--- src/rtl/mc_core.sv ---
// mc_core: multi-cycle core with a FETCH / EXEC / WB / HALT sequencer.
// It has a 32 x DATA_W register file and a 10-op ALU with a comparison flag
// used for branches.
//
// Ports:
//   clk, reset         - clock; asynchronous active-high reset
//   imem_req/addr      - fetch request; byte address equals PC
//   imem_rdata/ack     - instruction word and its completion strobe
//   SW, sw_valid       - external operand (write source 01) and its valid flag
//   HEX                - registered display value (RD1 latched in EXEC)
//   halted             - high while in HALT
//
// Optional feature:
//   MC_CORE_SW_HANDSHAKE_EN - when this macro is defined, an SW-sourced write
//   waits in EXEC until sw_valid=1.
module mc_core #(
    parameter int DATA_W = 32,
    parameter int PC_W   = 32
) (
    input  logic              clk,
    input  logic              reset,
    output logic              imem_req,
    output logic [PC_W-1:0]   imem_addr,
    input  logic [31:0]       imem_rdata,
    input  logic              imem_ack,
    input  logic [DATA_W-1:0] SW,
    input  logic              sw_valid,
    output logic [DATA_W-1:0] HEX,
    output logic              halted
);
    typedef enum logic [1:0] {FETCH, EXEC, WB, HALT} state_t;

    state_t            state;
    logic [31:0]       ir;
    logic [PC_W-1:0]   pc, pc_next_q, pc_calc, se_p;
    logic [DATA_W-1:0] rf [32];
    logic [DATA_W-1:0] wdata_q, wdata, rd1, rd2, se_d, alu;
    logic              cmp, sw_ok;

    // Instruction fields
    logic       f_jmp, f_br, f_we;
    logic [1:0] f_ws;
    logic [3:0] f_op;
    logic [4:0] f_a1, f_a2, f_a3, shamt;
    assign f_jmp = ir[31];
    assign f_br  = ir[30];
    assign f_we  = ir[29];
    assign f_ws  = ir[28:27];
    assign f_op  = ir[26:23];
    assign f_a1  = ir[22:18];
    assign f_a2  = ir[17:13];
    assign f_a3  = ir[12:8];

    assign se_d  = {{(DATA_W-8){ir[7]}}, ir[7:0]};
    assign se_p  = {{(PC_W-8){ir[7]}}, ir[7:0]};

    assign rd1   = (f_a1 == 5'd0) ? '0 : rf[f_a1];
    assign rd2   = (f_a2 == 5'd0) ? '0 : rf[f_a2];
    assign shamt = rd2[4:0];

    always_comb begin
        alu = '0;
        case (f_op)
            4'b0000: alu = rd1 + rd2;
            4'b0001: alu = rd1 - rd2;
            4'b0010: alu = rd1 << shamt;
            4'b0011: alu = {{(DATA_W-1){1'b0}}, ($signed(rd1) < $signed(rd2))};
            4'b0100: alu = {{(DATA_W-1){1'b0}}, (rd1 < rd2)};
            4'b0101: alu = rd1 ^ rd2;
            4'b0110: alu = rd1 >> shamt;
            4'b0111: alu = $signed(rd1) >>> shamt;
            4'b1000: alu = rd1 | rd2;
            4'b1001: alu = rd1 & rd2;
            default: alu = '0;
        endcase
    end

    always_comb begin
        cmp = 1'b0;
        case (f_op)
            4'b1100: cmp = (rd1 == rd2);
            4'b1101: cmp = (rd1 != rd2);
            4'b1110: cmp = ($signed(rd1) <  $signed(rd2));
            4'b1111: cmp = ($signed(rd1) >= $signed(rd2));
            default: cmp = 1'b0;
        endcase
    end

    always_comb begin
        wdata = se_d;
        case (f_ws)
            2'b01:   wdata = SW;
            2'b10:   wdata = alu;
            default: wdata = se_d;
        endcase
    end

    // Offset is a word count; the shift makes it a byte offset. Wraps mod 2^PC_W.
    assign pc_calc = (f_jmp || (f_br && cmp)) ? pc + (se_p << 2) : pc + PC_W'(4);

`ifdef MC_CORE_SW_HANDSHAKE_EN
    assign sw_ok = (f_ws != 2'b01) || sw_valid;
`else
    logic unused_sw_valid;
    assign unused_sw_valid = sw_valid;
    assign sw_ok = 1'b1;
`endif

    assign imem_addr = pc;

    always_ff @(posedge clk or posedge reset) begin
        if (reset) begin
            state     <= FETCH;
            imem_req  <= 1'b1;
            halted    <= 1'b0;
            pc        <= '0;
            pc_next_q <= '0;
            HEX       <= '0;
            ir        <= '0;
            wdata_q   <= '0;
            for (int i = 0; i < 32; i++) rf[i] <= '0;
        end else begin
            case (state)
                FETCH: if (imem_ack) begin
                    ir       <= imem_rdata;
                    imem_req <= 1'b0;
                    state    <= EXEC;
                end
                EXEC: begin
                    HEX <= rd1;
                    if (f_ws == 2'b11) begin
                        halted <= 1'b1;
                        state  <= HALT;
                    end else if (sw_ok) begin
                        // The SW value is captured here, so it may change during WB.
                        wdata_q   <= wdata;
                        pc_next_q <= pc_calc;
                        state     <= WB;
                    end
                end
                WB: begin
                    if (f_we && f_a3 != 5'd0) rf[f_a3] <= wdata_q;
                    pc       <= pc_next_q;
                    imem_req <= 1'b1;
                    state    <= FETCH;
                end
                HALT: ;
                default: state <= FETCH;
            endcase
        end
    end
endmodule
--- config.mk ---
export PLATFORM = sky130hd
export DESIGN_NAME = mc_core
export DESIGN_NICKNAME = d
export VERILOG_FILES = /design/src/rtl/mc_core.sv
export SDC_FILE = /design/constraint.sdc
export NUM_CORES = 2
export LEC_CHECK = 0
export BUFFER_PORTS_ARGS = -buffer_cell sky130_fd_sc_hd__buf_2
export CORE_MARGIN = 2
export CORE_UTILIZATION = 55
export DETAILED_ROUTE_END_ITERATION = 10
export PLACE_DENSITY = 0.69
export SLEW_MARGIN = 10
export SYNTH_ARGS = -nofsm -noshare
export SYNTH_HDL_FRONTEND = slang
export SYNTH_SLANG_ARGS = --single-unit
--- constraint.sdc ---
create_clock -name clk -period 80.2 [get_ports clk]
set_input_delay 8.02 -clock clk [delete_from_list [all_inputs] [get_ports clk]]
set_output_delay 8.02 -clock clk [all_outputs]
set_load 0.02 [all_outputs]
==> flow_summary.yaml <==
status:
  status: "finished clean"
timing:
  fin_crit_ns: 12.40
  finalCritPeriodShare: 0.155
  hold_viol: 0
  relSlewSlack: 0.0958
  fmax_mhz: 80.6
  fin_skew_ns: 0.0402
  setup_viol: 0
  fin_setup_tns_ns: 0
  rsz0062_at_grt: "no"
  tightest_slew_ns: 1.36
  slew_viol_final: 0
  holdWs_ns: 0.391
critical_path:
  cp-end-kind: "flip-flop"
  cp.arrival_ns: 13.07
  startpoint_type: "flip-flop"
  slowest_delay_ns: 0.89
  worstPathRequired_ns: 80.87
  cp_slowest_cell: "dfrtp_4"
  crit_type: "reg -> reg"
  crit_fanout: 92
global_route:
  track_usage: 0.354
  grt_pass1_vias: 50800
  grt_pass1_wl_mm: 345
  grt_overflow: 0
  grt_max_degree: 184
  antenna_found_initial: 4
floorplan:
  core_um2: 129000
  start_util: 0.555
  io_pins: 134
  die_y_um: 365
  fp.dieArea_um2: 134000
  rows: 132
  die_w_um: 365
flow_run:
  maxCapViolations: 0
layout:
  drive_gt1_frac: 0.391
  nets: 5647
  syn2layout_area_growth_pct: 7.75
  final_area_um2: 77400
  fillCellCount: 10300
  final_cells: 7283
clocking:
  cts-buffers-inserted: 132
  root_buffer: "clkbuf_16"
  post_cts_buffers: 0
  cts_hold_buf: 0
  cts_tree: "built"
  clk_latency_ns: 0.80
  clk_pin_slew_ns: 0.06
  cts_resized: 0
  h-tree-depth: 4
  cts.sinks: 1188
  cts_buffer_depth: 3
detailed_routing:
  drc: 0
  vias: 51300
  dr.pass1.iters: 8
  vias_per_cell: 7.04
  routedWlPerCell_um: 32.2
  dr.first_iter.drc_count: 6081
  drt-total-wl_mm: 235
  antenna_left: 0
place:
  postPlaceCellArea_um2: 73000
  io_buffers: 132
  detailed_place_hpwl_mm: 145
  gp_congestion: 1.03
  place_inst: 7048
synth:
  yosysWarnings: 0
  post_synth_main_area_contributors: "dfrtp_1 (41%), mux2_2 (17%), mux4_2 (15%), mux2i_1 (4.0%), ha_1 (2.4%)"
  async_flop_share: 1.00
  synthesis.area_um2: 71800
  synth.distinct_cells: 101
  syn_avg_cell_area_um2: 12.8
  ys_ff_latch: 1188
  seq_area_frac_synth: 0.414
  synth.largest_area_cell: "dfrtp_1"
  synth_top_area_share: 0.414
  ys.flop_type: "dfrtp_1"
  syn-num-nets: 5811
  synthesis.instances: 5604
  synth_edf_count: 0
power_and_ir_drop:
  power.leakage_uw: 0.0358
  peakVddDrop_v: 0.0000381
  p_total_uw: 3420
  power.density_nw_per_um2: 44.2
worst_hold_path:
  hold_class: "reg -> reg"
[cell usage after synthesis (all sizes together), types with 6 or more instances]
| cell type | count |
|---|---|
| clkbuf | 358 |
| a21o | 57 |
| a31oi | 22 |
| a221o | 15 |
| a221oi | 25 |
| or2 | 6 |
| and2 | 27 |
| a22oi | 38 |
| nand3 | 62 |
| ha | 136 |
| nor2b | 21 |
| a21oi | 165 |
| o22a | 34 |
| nor3 | 63 |
| inv | 112 |
| nand2b | 23 |
| o31a | 7 |
| xor2 | 16 |
| mux2 | 1104 |
| o211ai | 13 |
| a2111oi | 12 |
| nand2 | 281 |
| and3 | 13 |
| a311oi | 9 |
| a211oi | 48 |
| o21bai | 25 |
| buf | 189 |
| xnor2 | 19 |
| a2111o | 32 |
| a22o | 37 |
| a211o | 9 |
| o221ai | 15 |
| dfrtp | 1187 |
| mux2i | 293 |
| o21a | 11 |
| nor2 | 242 |
| o21ai | 146 |
| or3 | 15 |
| o31ai | 12 |
| nand4 | 43 |
| o22ai | 64 |
| o2111ai | 7 |
| nor4 | 16 |
| mux4 | 503 |
| nand3b | 8 |
[per-layer routing]
layer / vias up / GRT usage / wire length [µm]
met1: 26900 / 0.492 / 95100
met5: - / 0 / 13
met2: 2805 / 0.531 / 105000
li1: 21000 / - / -
met4: 2 / 0.155 / 11100
met3: 605 / 0.0854 / 23500
[layout by cell type (no fill, tap or decap), types with 25 or more instances in the layout]
master / count
dfrtp_1: 1178
mux2_2: 1103
mux4_2: 485
mux2i_1: 290
nand2_1: 265
nor2_1: 229
a21oi_1: 163
clkbuf_16: 136
ha_1: 134
o21ai_0: 133
buf_2: 132
buf_4: 113
inv_1: 106
o22ai_1: 64
nor3_1: 62
a21o_1: 57
a211oi_1: 47
nand4_1: 43
nand3_1: 38
a22oi_1: 38
a22o_1: 37
o22a_1: 33
a2111o_1: 32
clkbuf_1: 32
o21bai_1: 25
[worst max-delay path: cells and delay by family (launching register included)]
kind / cells / cell delay, ns
fa+ha+maj: 2 / 0.72
xor+xnor: 1 / 0.25
flops: 1 / 0.89
mux: 2 / 0.86
buf+inv: 4 / 2.45
compound gates: 17 / 5.38
simple gates: 6 / 1.39
[power breakdown]
part | switching [µW] | total [µW] | internal, µW
Combinational | 1050 | 1770 | 717
Clock | 258 | 631 | 373
Sequential | 239 | 1020 | 784
[area by class of cell]
type	instances	area [µm²]	share of cell area
Tap cell	1742	2180	0.0282
Antenna cell	1	2.50	0.0000323
Clock inverter	42	594	0.00768
Inverter	114	442	0.00571
Sequential cell	1188	29800	0.385
Multi-Input combinational cell	3754	39000	0.503
Timing Repair Buffer	250	1610	0.0208
Clock buffer	192	3850	0.0498
[logic make-up after synthesis]
logic type                 count (synthesis)  share of synthesized area
AOI/OAI and AO/OA                        837                     0.0815
buffers and inverters                    662                     0.0469
and+or+nand+nor                          842                     0.0557
DFF                                     1188                      0.414
adders and majority gates                139                     0.0245
muxes                                   1900                      0.373
xor gates and xnor gates                  36                    0.00458
[final timing paths]
check | start | to | slack (ns) | cells past startpoint
worst min register to register | rf[996]$_DFFE_PP0P_ | rf[996]$_DFFE_PP0P_ | 0.39 | 0
worst max register to register | ir[18]$_DFFE_PP0P_ | pc_next_q[31]$_DFFE_PP0P_ | 67.80 | 32
worst min-delay path | rf[996]$_DFFE_PP0P_ | rf[996]$_DFFE_PP0P_ | 0.39 | 0
max in group asynchronous | reset | rf[658]$_DFFE_PP0P_ | 69.62 | 5
worst max-delay path | ir[18]$_DFFE_PP0P_ | pc_next_q[31]$_DFFE_PP0P_ | 67.80 | 32
min in group asynchronous | reset | rf[933]$_DFFE_PP0P_ | 7.41 | 2
[sequential cells by signal, summed over array words and instances (netlist names)]
register	count
imem_addr	32
wdata_q	32
halted	1
imem_req	1
state	2
ir	32
HEX	32
pc_next_q	32
rf	1024
[per-stage QoR]
step                setup slack, ns  utilization
global route                  67.04        0.598
global placement              68.10        0.563
finish                        67.80        0.598
detailed placement            68.00        0.563
CTS                           67.96        0.598
floorplan                     38.72            -
Power figures use the tool's default switching activity.
